**config.mk**
```make
export PLATFORM = sky130hd
export DESIGN_NAME = mci_mcu_rst_req_ctrl_flat
export DESIGN_NICKNAME = d
export VERILOG_FILES = /design/src/rtl/mci_mcu_rst_req_ctrl_if.sv /design/src/rtl/mci_mcu_rst_req_ctrl.sv /design/src/flat_wrapper.sv
export SDC_FILE = /design/constraint.sdc
export NUM_CORES = 1
export LEC_CHECK = 0
export CORE_AREA = 2 2 39 41
export DETAILED_ROUTE_END_ITERATION = 10
export DIE_AREA = 0 0 41 43
export PLACE_DENSITY = 0.68
export SYNTH_ARGS = -nofsm -noshare
export SYNTH_HDL_FRONTEND = slang
export SYNTH_SLANG_ARGS = --single-unit
```
**constraint.sdc**
```tcl
create_clock -name clk -period 1 [get_ports clk]
set_input_delay 0.15 -clock clk [delete_from_list [all_inputs] [get_ports clk]]
set_output_delay 0.15 -clock clk [all_outputs]
set_load 0.02 [all_outputs]
```
**src/rtl/mci_mcu_rst_req_ctrl_if.sv**
```systemverilog
// rtl/mci_mcu_rst_req_ctrl_if.sv - MCU reset-request handshake bundle
//
// Groups the register, MCU and boot-sequencer handshake signals of
// mci_mcu_rst_req_ctrl. clk and mci_rst_b stay as plain ports on the block.
//   master : the surrounding logic (register file, MCU, boot sequencer)
//   slave  : the reset-request controller
// Signals:
//   rst_req_set        single-cycle reset-request register write pulse
//   timeout_cfg        halt-ack timeout in clk cycles, 0 disables it
//   err_clr            clears the sticky timeout_err flag
//   mcu_halt_req       request to the MCU to quiesce
//   mcu_halt_ack       MCU quiesced indication (asynchronous)
//   boot_wait_rst_req  boot sequencer waiting for a reset request
//   mcu_rst_b          MCU reset as driven by the boot sequencer
//   mcu_rst_req        single-cycle reset request to the boot sequencer
//   busy               controller not idle
//   timeout_err        sticky halt-ack timeout flag
interface mci_mcu_rst_req_ctrl_if #(
    parameter int TIMEOUT_WIDTH = 16
);
    logic                     rst_req_set;
    logic [TIMEOUT_WIDTH-1:0] timeout_cfg;
    logic                     err_clr;
    logic                     mcu_halt_req;
    logic                     mcu_halt_ack;
    logic                     boot_wait_rst_req;
    logic                     mcu_rst_b;
    logic                     mcu_rst_req;
    logic                     busy;
    logic                     timeout_err;

    modport master (
        output rst_req_set,
        output timeout_cfg,
        output err_clr,
        output mcu_halt_ack,
        output boot_wait_rst_req,
        output mcu_rst_b,
        input  mcu_halt_req,
        input  mcu_rst_req,
        input  busy,
        input  timeout_err
    );

    modport slave (
        input  rst_req_set,
        input  timeout_cfg,
        input  err_clr,
        input  mcu_halt_ack,
        input  boot_wait_rst_req,
        input  mcu_rst_b,
        output mcu_halt_req,
        output mcu_rst_req,
        output busy,
        output timeout_err
    );
endinterface

```
**src/rtl/mci_mcu_rst_req_ctrl.sv**
```systemverilog
// rtl/mci_mcu_rst_req_ctrl.sv - MCU halt handshake and reset-request sequencer
//
// Takes a reset-request register write, asks the MCU to halt, waits for the
// (synchronised) halt acknowledge, then issues a single-cycle reset request
// to the boot sequencer once it is ready and tracks the MCU reset through
// assertion and release before returning to idle.
// Ports:
//   clk        block clock, the only clock
//   mci_rst_b  asynchronous active-low reset
//   bus        mci_mcu_rst_req_ctrl_if.slave handshake bundle
// Optional feature macro: MCI_MCU_RST_REQ_TIMEOUT_EN
//   defined   : halt-ack timeout counter, sticky timeout_err, err_clr
//   undefined : HALT waits indefinitely, timeout_err tied to 0
module mci_mcu_rst_req_ctrl #(
    parameter int TIMEOUT_WIDTH = 16
) (
    input  logic                         clk,
    input  logic                         mci_rst_b,
    mci_mcu_rst_req_ctrl_if.slave        bus
);

    typedef enum logic [2:0] {
        ST_IDLE          = 3'd0,
        ST_HALT          = 3'd1,
        ST_REQ           = 3'd2,
        ST_WAIT_ASSERT   = 3'd3,
        ST_WAIT_DEASSERT = 3'd4
    } state_e;

    state_e state_q, state_d;
    logic   halt_req_q, halt_req_d;
    logic   rst_req_q, rst_req_d;
    logic   busy_q, busy_d;
    logic   ack_meta_q, ack_meta_d;
    logic   halt_ack_sync_q, halt_ack_sync_d;
    logic   timeout_fire;

    // Two-flop synchroniser for the MCU's asynchronous acknowledge.
    always_comb begin
        ack_meta_d      = bus.mcu_halt_ack;
        halt_ack_sync_d = ack_meta_q;
    end

`ifdef MCI_MCU_RST_REQ_TIMEOUT_EN
    localparam logic [TIMEOUT_WIDTH-1:0] CNT_ONE = TIMEOUT_WIDTH'(1);
    localparam logic [TIMEOUT_WIDTH-1:0] CNT_MAX = '1;

    logic [TIMEOUT_WIDTH-1:0] cnt_q, cnt_d;
    logic                     terr_q, terr_d;

    // An ack seen in the firing cycle takes priority over the timeout.
    always_comb begin
        timeout_fire = (state_q == ST_HALT)
                    && (bus.timeout_cfg != '0)
                    && (cnt_q == (bus.timeout_cfg - CNT_ONE))
                    && !halt_ack_sync_q;
    end

    always_comb begin
        cnt_d = cnt_q;
        if ((state_q == ST_IDLE) && bus.rst_req_set) begin
            cnt_d = '0;
        end else if ((state_q == ST_HALT) && (cnt_q != CNT_MAX)) begin
            cnt_d = cnt_q + CNT_ONE;
        end
    end

    // Set wins over a simultaneous clear.
    always_comb begin
        terr_d = terr_q;
        if (bus.err_clr) begin
            terr_d = 1'b0;
        end
        if (timeout_fire) begin
            terr_d = 1'b1;
        end
    end

    always_ff @(posedge clk or negedge mci_rst_b) begin
        if (!mci_rst_b) begin
            cnt_q  <= '0;
            terr_q <= 1'b0;
        end else begin
            cnt_q  <= cnt_d;
            terr_q <= terr_d;
        end
    end

    assign bus.timeout_err = terr_q;
`else
    logic unused_cfg;

    assign timeout_fire    = 1'b0;
    assign unused_cfg      = ^{bus.timeout_cfg, bus.err_clr};
    assign bus.timeout_err = 1'b0;
`endif

    // Next-state logic; outputs are decoded from the next state so the
    // registered versions line up exactly with the state they describe.
    always_comb begin
        state_d = state_q;
        case (state_q)
            ST_IDLE: begin
                if (bus.rst_req_set) begin
                    state_d = ST_HALT;
                end
            end
            ST_HALT: begin
                if (halt_ack_sync_q || timeout_fire) begin
                    state_d = ST_REQ;
                end
            end
            ST_REQ: begin
                if (bus.boot_wait_rst_req) begin
                    state_d = ST_WAIT_ASSERT;
                end
            end
            ST_WAIT_ASSERT: begin
                if (!bus.mcu_rst_b) begin
                    state_d = ST_WAIT_DEASSERT;
                end
            end
            ST_WAIT_DEASSERT: begin
                if (bus.mcu_rst_b) begin
                    state_d = ST_IDLE;
                end
            end
            default: begin
                state_d = ST_IDLE;
            end
        endcase

        halt_req_d = (state_d == ST_HALT);
        busy_d     = (state_d != ST_IDLE);
        // REQ is left on the same condition, so this can only be one cycle.
        rst_req_d  = (state_q == ST_REQ) && bus.boot_wait_rst_req;
    end

    always_ff @(posedge clk or negedge mci_rst_b) begin
        if (!mci_rst_b) begin
            state_q         <= ST_IDLE;
            halt_req_q      <= 1'b0;
            rst_req_q       <= 1'b0;
            busy_q          <= 1'b0;
            ack_meta_q      <= 1'b0;
            halt_ack_sync_q <= 1'b0;
        end else begin
            state_q         <= state_d;
            halt_req_q      <= halt_req_d;
            rst_req_q       <= rst_req_d;
            busy_q          <= busy_d;
            ack_meta_q      <= ack_meta_d;
            halt_ack_sync_q <= halt_ack_sync_d;
        end
    end

    assign bus.mcu_halt_req = halt_req_q;
    assign bus.mcu_rst_req  = rst_req_q;
    assign bus.busy         = busy_q;

endmodule

```
**src/flat_wrapper.sv**
```systemverilog
// flat-port wrapper written by rule: the top's interface ports become plain ports
module mci_mcu_rst_req_ctrl_flat 
#(
    parameter int TIMEOUT_WIDTH = 16
)
  (clk, mci_rst_b, bus_rst_req_set, bus_timeout_cfg, bus_err_clr, bus_mcu_halt_ack, bus_boot_wait_rst_req, bus_mcu_rst_b, bus_mcu_halt_req, bus_mcu_rst_req, bus_busy, bus_timeout_err);
  mci_mcu_rst_req_ctrl_if #(.TIMEOUT_WIDTH(TIMEOUT_WIDTH)) bus_i ();
  input  logic clk;
  input  logic mci_rst_b;
  input wire logic [$bits(bus_i.rst_req_set)-1:0] bus_rst_req_set;
  input wire logic [$bits(bus_i.timeout_cfg)-1:0] bus_timeout_cfg;
  input wire logic [$bits(bus_i.err_clr)-1:0] bus_err_clr;
  input wire logic [$bits(bus_i.mcu_halt_ack)-1:0] bus_mcu_halt_ack;
  input wire logic [$bits(bus_i.boot_wait_rst_req)-1:0] bus_boot_wait_rst_req;
  input wire logic [$bits(bus_i.mcu_rst_b)-1:0] bus_mcu_rst_b;
  output wire logic [$bits(bus_i.mcu_halt_req)-1:0] bus_mcu_halt_req;
  output wire logic [$bits(bus_i.mcu_rst_req)-1:0] bus_mcu_rst_req;
  output wire logic [$bits(bus_i.busy)-1:0] bus_busy;
  output wire logic [$bits(bus_i.timeout_err)-1:0] bus_timeout_err;
  assign bus_i.rst_req_set = bus_rst_req_set;
  assign bus_i.timeout_cfg = bus_timeout_cfg;
  assign bus_i.err_clr = bus_err_clr;
  assign bus_i.mcu_halt_ack = bus_mcu_halt_ack;
  assign bus_i.boot_wait_rst_req = bus_boot_wait_rst_req;
  assign bus_i.mcu_rst_b = bus_mcu_rst_b;
  assign bus_mcu_halt_req = bus_i.mcu_halt_req;
  assign bus_mcu_rst_req = bus_i.mcu_rst_req;
  assign bus_busy = bus_i.busy;
  assign bus_timeout_err = bus_i.timeout_err;
  mci_mcu_rst_req_ctrl #(.TIMEOUT_WIDTH(TIMEOUT_WIDTH)) u_core (.clk(clk), .mci_rst_b(mci_rst_b), .bus(bus_i));
endmodule
```
# == Word level (Yosys, flattened, before mapping) ==
# Cells that the tools add are included.
# op_classes
eq_ne,5
mux,6
n_reduce_logical,3
# op_table
operator,count
$mux W3,5
$pmux W3 S5,1
$eq A3 B1 Y1 const B,2
$eq A3 B2 Y1 const B,2
$eq A3 B3 Y1 const B,1
$logic_not A3 Y1,1
$reduce_bool A3 Y1,1
$logic_and A1 B1 Y1,1
# word_totals
reg_bits,8
input_bits,23
out_inout_bits,4
wordCells,20

# == Depth between registers and ports, before layout ==
# depth
depth_word,3
ltp_mapped,4
depth_no_buf,3

# == Least setup slack after synthesis ==
# No wires, ideal clock.
# synth_timing
path_type,register to register
from,register u_core.state_q[0]
to,register u_core.state_q[0]
setup_time_ns,0.123
t_arrival_ns,0.894
required_time_ns,0.877
slack_ns,-0.017
path_stages_with_launch,5
n_path_buf,1
period_less_slack_ns,1.017
cell_sequence,dfrtp_1 > buf_6 > mux2_4 > nand3b_2 > o31ai_2
# synth_between
elab_chain_len,2
elab_cells_between_ends,11
classes_between,eq/ne: 4; mux: 6; reduce/logical: 1
# synth_lines
element,line,rtl
from (decl),mci_mcu_rst_req_ctrl.sv:30,"state_e state_q, state_d;"
from (signal assigned),mci_mcu_rst_req_ctrl.sv:148,state_q <= state_d;
$eq A3 B3 Y1 (tied with other cells),mci_mcu_rst_req_ctrl.sv:102,case (state_q)
$pmux W3 S5 (*),mci_mcu_rst_req_ctrl.sv:102,
via u_core.state_d[0],mci_mcu_rst_req_ctrl.sv:30,
# The timed path passes the listed nets; every way through them passes the cells marked *.

# == Final worst setup path ==
# Same ends and word-level chain as after synthesis.

==> results.md <==
* Status: finished with violations
* Failing checks: negative setup slack
* Sw Pwr at 0.460 mW
* Core area at 0.00138 mm^2
* #FFs+latches synth at 8
* Number of port buffers at 8
* Grt ovf at 0
* First-pass GRT wire length at 1000 um
* Worst Path Required at 1130 ps
* Critical path buffers and inverters at 0
* CP Capture Type: register
* Crit path arrival time at 1150 ps
* Initial antenna violation count at 0
* Setup crit start: u_core.state_q[0]$_DFF_PN0_
* Cts hold-fix bufs at 0
* Placed cell count at 51
* Period utilization at 102%
* Register area share after synthesis at 57.3%
* Max stage delay on crit path at 440 ps
* Die area at 0.00176 mm^2
* First-pass iteration count of the detailed router at 4
* CP Class: register to register
* GRT Overall Usage at 9.64%
* H-tree levels at 1
* Final Wtd Congestion at 0.718
* CP max FO at 5
* Via density at 4.45
* Root buffer selected by CTS: clkbuf_4
* Mapped Area at 349 um^2
* Clock power frac at 17.8%
* Fin. Hold Viols at 0
* Comb pwr share at 39.7%
* Wire per inst at 10.6 um
* Worst-Skew Late Latency at 250 ps
* DRC at 0
* Initial Util at 25.2%
* Pleak at 0.219 nW
* CTS Buf Count at 3
* Syn_nets at 51
* Ranking of synthesized cells by area: dfrtp_1 (57%), buf_4 (4.3%), mux2_4 (4.3%)
* Worst path cell trace: mux2_4 -> nand3b_2 -> o31ai_2
* PnR worst setup slack at -23.8 ps
* Die Height at 43 um
* Area grow syn2layout at 42.3%
* Number of global-route vias before repair at 232
* Avg Cell Area, Syn at 12.5 um^2
* Achievable clock frequency at 977 MHz
* Final min period at 1020 ps
* Netlist cell types at 17
* Power density over cell area at 2700 mW/mm^2
* Sink Count at 8
* RR Startpoint: u_core.state_q[0]$_DFF_PN0_
* Fill cells at 134
* Share of layout cells above drive strength 1 at 50.0%
* Final instance area at 497 um^2
* NumNets Final at 65
* Clock transition at the registers of the reported paths at 50 ps
* Final WL at 592 um
* Rows at 14
* Ys Warns at 0
* Sequential share of power at 42.6%
* Critical path launch point type: register
* Gate count of the mapped netlist at 28
* Synth top area share at 57.3%
* CTS tree: yes
* Initial DRC count at 4
* Dpl hpwl at 404 um
* Fin Clk Skew at 7.26 ps
* Largest area contributor in the netlist: dfrtp_1
* CP max stage cell: dfrtp_2
* Switching power share of the total at 34.3%
* Largest net degree at the start of global routing at 10
* Worst hold-check path type: input port to asynchronous set/reset pin
* CP delay by family, top: flip-flops
* RSZ-0062 raised after global routing: true
* Maximum VDD drop at 0.773 mV
* Total power at 1.34 mW
* Longest Clk Path Bufs at 2
* Max_cap viols at 0
* Slew Viols, Final at 0
* Die W at 41 um
* Routed Antenna Nets at 0
* Ant diodes at 0
* Vias at 249
* Pint at 0.882 mW
* Setup Viol. Count Final at 2
* Non-Filler Instances at 56
* I/O Pins at 27
* Placed cell areas at 438 um^2
==> timing repair <==
| action | 4_1_cts | 5_1_grt |
|---|---|---|
| hold endpoints to repair | 0 | 0 |
| setup endpoints to repair | 5 | 5 |
| setup buffers | 2 | 0 |
| gates resized for setup | 15 | 5 |
==> registers in the layout, summed over array words and instances (netlist names) <==
signal and flops:
u_core.state_q 3, u_core.ack_meta_q 1, u_core.bus.busy 1, u_core.bus.mcu_halt_req 1
u_core.bus.mcu_rst_req 1, u_core.halt_ack_sync_q 1
==> power groups by stage <==
stage / Sequential, mW / Combinational, mW / Clock, mW
after floorplan: 0.533 / 0.341 / 0
after global placement: 0.558 / 0.420 / 0
after detailed placement: 0.566 / 0.428 / 0
after CTS: 0.556 / 0.473 / 0.250
after global routing: 0.590 / 0.588 / 0.277
final: 0.571 / 0.533 / 0.238
==> placed cells by master (no fill, tap or decap) <==
| master | instances |
|---|---|
| inv_1 | 2 |
| a311oi_1 | 1 |
| nand2_1 | 1 |
| clkdlybuf4s50_1 | 5 |
| mux2i_4 | 1 |
| nand3b_1 | 1 |
| dfrtp_1 | 7 |
| buf_2 | 3 |
| a21oi_1 | 2 |
| o31ai_2 | 1 |
| o22ai_2 | 1 |
| buf_6 | 1 |
| nor2_2 | 1 |
| and4bb_2 | 1 |
| mux2_4 | 1 |
| conb_1 | 1 |
| clkbuf_4 | 3 |
| buf_4 | 3 |
| nor3_2 | 2 |
| nand3b_2 | 1 |
| dfrtp_2 | 1 |
==> worst paths after layout <==
path | endpoint | slack (ps) | cells after the start
max in group asynchronous | u_core.state_q[0]$_DFF_PN0_ | 540 | 1
setup reg to reg | u_core.state_q[0]$_DFF_PN0_ | -20 | 3
hold reg to reg | u_core.halt_ack_sync_q$_DFF_PN0_ | 340 | 0
min in group clk | u_core.halt_ack_sync_q$_DFF_PN0_ | 340 | 0
hold / removal | u_core.bus.mcu_halt_req$_DFF_PN0_ | 180 | 1
setup / recovery | u_core.state_q[0]$_DFF_PN0_ | -20 | 3
==> area by class of cell <==
type                       instances  area, um^2  area share (%)
multi-input combinational         15         146            29.5
sequential                         8         201            40.6
inverter                           2        7.51            1.51
tap                               16        20.0            4.03
timing repair buffer              12        98.8            19.9
clock buffer                       3        22.5            4.53
==> worst reg2reg max path, cell delays in order, from the launching register on <==
cell and delay [ps]:
dfrtp_2 440, mux2_4 310, nand3b_2 80, o31ai_2 60
==> per-stage QoR <==
stage / hold slack, ps / TNS, ps / setup slack, ps / util [%]
after floorplan: -146 / -17.1 / -17.1 / -
after global placement: 335 / -358 / -108 / 31.6
after detailed placement: 336 / -397 / -120 / 31.6
after CTS: 180 / -18.0 / -18.0 / 34.0
after global routing: 190 / -179 / -70.4 / 35.9
final: 177 / -47.7 / -23.8 / 35.9
==> metal layers <==
layer | vias up | wire length [um] | global-route usage (%) | share of wire [%]
met5 | - | 0 | 0 | 0
met4 | 0 | 19 | 14.0 | 3.2
met3 | 2 | 28 | 1.57 | 4.7
met2 | 6 | 296 | 10.6 | 50
met1 | 120 | 248 | 12.3 | 42
li1 | 121 | - | - | -
==> Yosys cell counts (all sizes together) <==
cell,count
dfrtp,8
buf,3
a21oi,2
inv,2
nand3b,2
nor3,2
a311oi,1
and4bb,1
conb,1
mux2,1
mux2i,1
nand2,1
nor2,1
o22ai,1
o31ai,1
==> kinds of logic after synthesis <==
| kind of cell | Yosys count | synth area share, % |
|---|---|---|
| muxes | 2 | 7.17 |
| other | 1 | 1.07 |
| DFF | 8 | 57.3 |
| AOI/OAI and AO/OA | 5 | 10.8 |
| buffers and inverters | 5 | 9.68 |
| and+or+nand+nor | 7 | 14.0 |
No activity file was read; power rests on OpenSTA's default activity.
==> patch, RTL diff (config.mk and constraints unchanged) <==
Re-encode `state_e` (5 states) as one-hot, 5 bits wide.
--- a/src/rtl/mci_mcu_rst_req_ctrl.sv
+++ b/src/rtl/mci_mcu_rst_req_ctrl.sv
@@ -20,10 +20,10 @@
 );
 
-    typedef enum logic [2:0] {
-        ST_IDLE          = 3'd0,
-        ST_HALT          = 3'd1,
-        ST_REQ           = 3'd2,
-        ST_WAIT_ASSERT   = 3'd3,
-        ST_WAIT_DEASSERT = 3'd4
+    typedef enum logic [4:0] {
+        ST_IDLE          = 5'b00001,
+        ST_HALT          = 5'b00010,
+        ST_REQ           = 5'b00100,
+        ST_WAIT_ASSERT   = 5'b01000,
+        ST_WAIT_DEASSERT = 5'b10000
     } state_e;
 
Function: same outputs for any inputs over 10 cycles, from zero or initial values and one cycle with mci_rst_b low; not proved beyond that.
==> patch against the unedited design <==
The run still ends with negative setup slack left. Power is 32% higher. Core utilization is 15 points higher. Sequential power is 9.3% higher. Design area is 42% higher. Setup slack worse by 0.29 ns. Area after synthesis is 43% higher. Wire length is 92% higher. Sequential cell count is 2 higher. Synthesized cell count is 54% higher. Critical endpoint is now u_core.bus.busy$_DFF_PN0_. Largest power group is now combinational logic. Highest routed layer unchanged.
==> patch: results (changes against the unedited design) <==
| Metric | Value |
|---|---|
| FF-to-FF Start | `u_core.state_q[0]$_DFF_PN1_ (was u_core.state_q[0]$_DFF_PN0_)` |
| Reported sequential group power | `0.000624 W (was 0.000571 W)` |
| Dpl hpwl | `723 µm (was 404 µm)` |
| Share of layout cells above drive strength 1 | `0.443 (was 0.500)` |
| Failing checks | `negative setup slack (unchanged)` |
| Wire length of the first global-routing pass | `1840 µm (was 1000 µm)` |
| Total global-route track usage | `0.163 (was 0.0964)` |
| Run status | `complete, but fails checks (unchanged)` |
| Number of flip-flops under the largest register name | `5 (was 3)` |
| Post-layout nets | `85 (was 65)` |
| Longest individual stage delay on the worst path | `0.56 ns (was 0.44 ns)` |
| Synth cell types | `23 (was 17)` |
| Number of iterations in the first detailed-routing pass | `3 (was 4)` |
| Post-place instance area | `631 µm² (was 438 µm²)` |
| Internal power of the cells | `0.00117 W (was 0.000882 W)` |
| Relative contribution of the clock network to total power | `0.164 (was 0.178)` |
| Worst hold margin | `0.163 ns (was 0.177 ns)` |
| Setup WS post-layout | `-0.311 ns (was -0.0238 ns)` |
| Worst IR Drop VDD | `1.21 mV (was 0.773 mV)` |
| Setup violators final | `8 (was 2)` |
| Final clock skew | `0.00241 ns (was 0.00726 ns)` |
| Post-placement cell count | `70 (was 51)` |
| Clock insertion delay at the later pin of the skew report | `0.27 ns (was 0.25 ns)` |
| Most frequent cells after synthesis | `9 x sky130_fd_sc_hd__dfrtp_1, 4 x sky130_fd_sc_hd__buf_2, 4 x sky130_fd_sc_hd__nand3b_1, 4 x sky130_fd_sc_hd__nor2_1 (was 8 x sky130_fd_sc_hd__dfrtp_1, 2 x sky130_fd_sc_hd__a21oi_1, 2 x sky130_fd_sc_hd__buf_4, 2 x sky130_fd_sc_hd__inv_1, 2 x sky130_fd_sc_hd__nor3_1)` |
| Top cells by area in the synthesized netlist | `sky130_fd_sc_hd__dfrtp_1 45%, sky130_fd_sc_hd__a2111oi_2 6.0%, sky130_fd_sc_hd__nand3b_1 6.0% (was sky130_fd_sc_hd__dfrtp_1 57%, sky130_fd_sc_hd__buf_4 4.3%, sky130_fd_sc_hd__mux2_4 4.3%)` |
## patch: cell count changes after synthesis, moves of 2 or more
| cell | unedited run | this run |
|---|---|---|
| sky130_fd_sc_hd__a2111oi_2 | 0 | 2 |
| sky130_fd_sc_hd__nor3_1 | 2 | 0 |
| sky130_fd_sc_hd__inv_1 | 2 | 0 |
| sky130_fd_sc_hd__buf_2 | 0 | 4 |
| sky130_fd_sc_hd__xnor2_1 | 0 | 2 |
| sky130_fd_sc_hd__a21oi_1 | 2 | 0 |
| sky130_fd_sc_hd__nor2_1 | 1 | 4 |
| sky130_fd_sc_hd__nand3b_1 | 1 | 4 |
| sky130_fd_sc_hd__a2111oi_0 | 0 | 2 |
## patch: repair_timing
item,4_1_cts,5_1_grt
pin swaps,1,4
endpoints found under the setup margin,11,8
setup buffers,1,2
gates resized for setup,19,2
hold endpoints to repair,0,0
## patch: worst max-delay path, delay by kind of cell (launching register included)
family / cells / cell delay (ns)
and+or+nand+nor: 1 / 0.21
DFF: 1 / 0.56
AOI/OAI and AO/OA: 2 / 0.41
## patch: cells by family after synthesis
logic type	after synthesis	share of synthesized area
other cells	1	0.00753
compound gates	10	0.209
xor+xnor	2	0.0352
flops	10	0.505
simple gates	15	0.188
buf+inv	5	0.0553
## patch: final cells by class
cell class	count	area [µm²]
Fill cell	145	681
Sequential cell	10	255
Multi-Input combinational cell	28	238
Timing Repair Buffer	19	164
Clock buffer	4	26.3
Tap cell	16	20.0
## patch: layer usage
layer	routed length, µm	vias to the layer above	GRT usage
li1	-	193	-
met1	443	214	0.182
met2	575	13	0.244
met3	70	6	0.0524
met4	44	0	0.120
met5	0	-	0
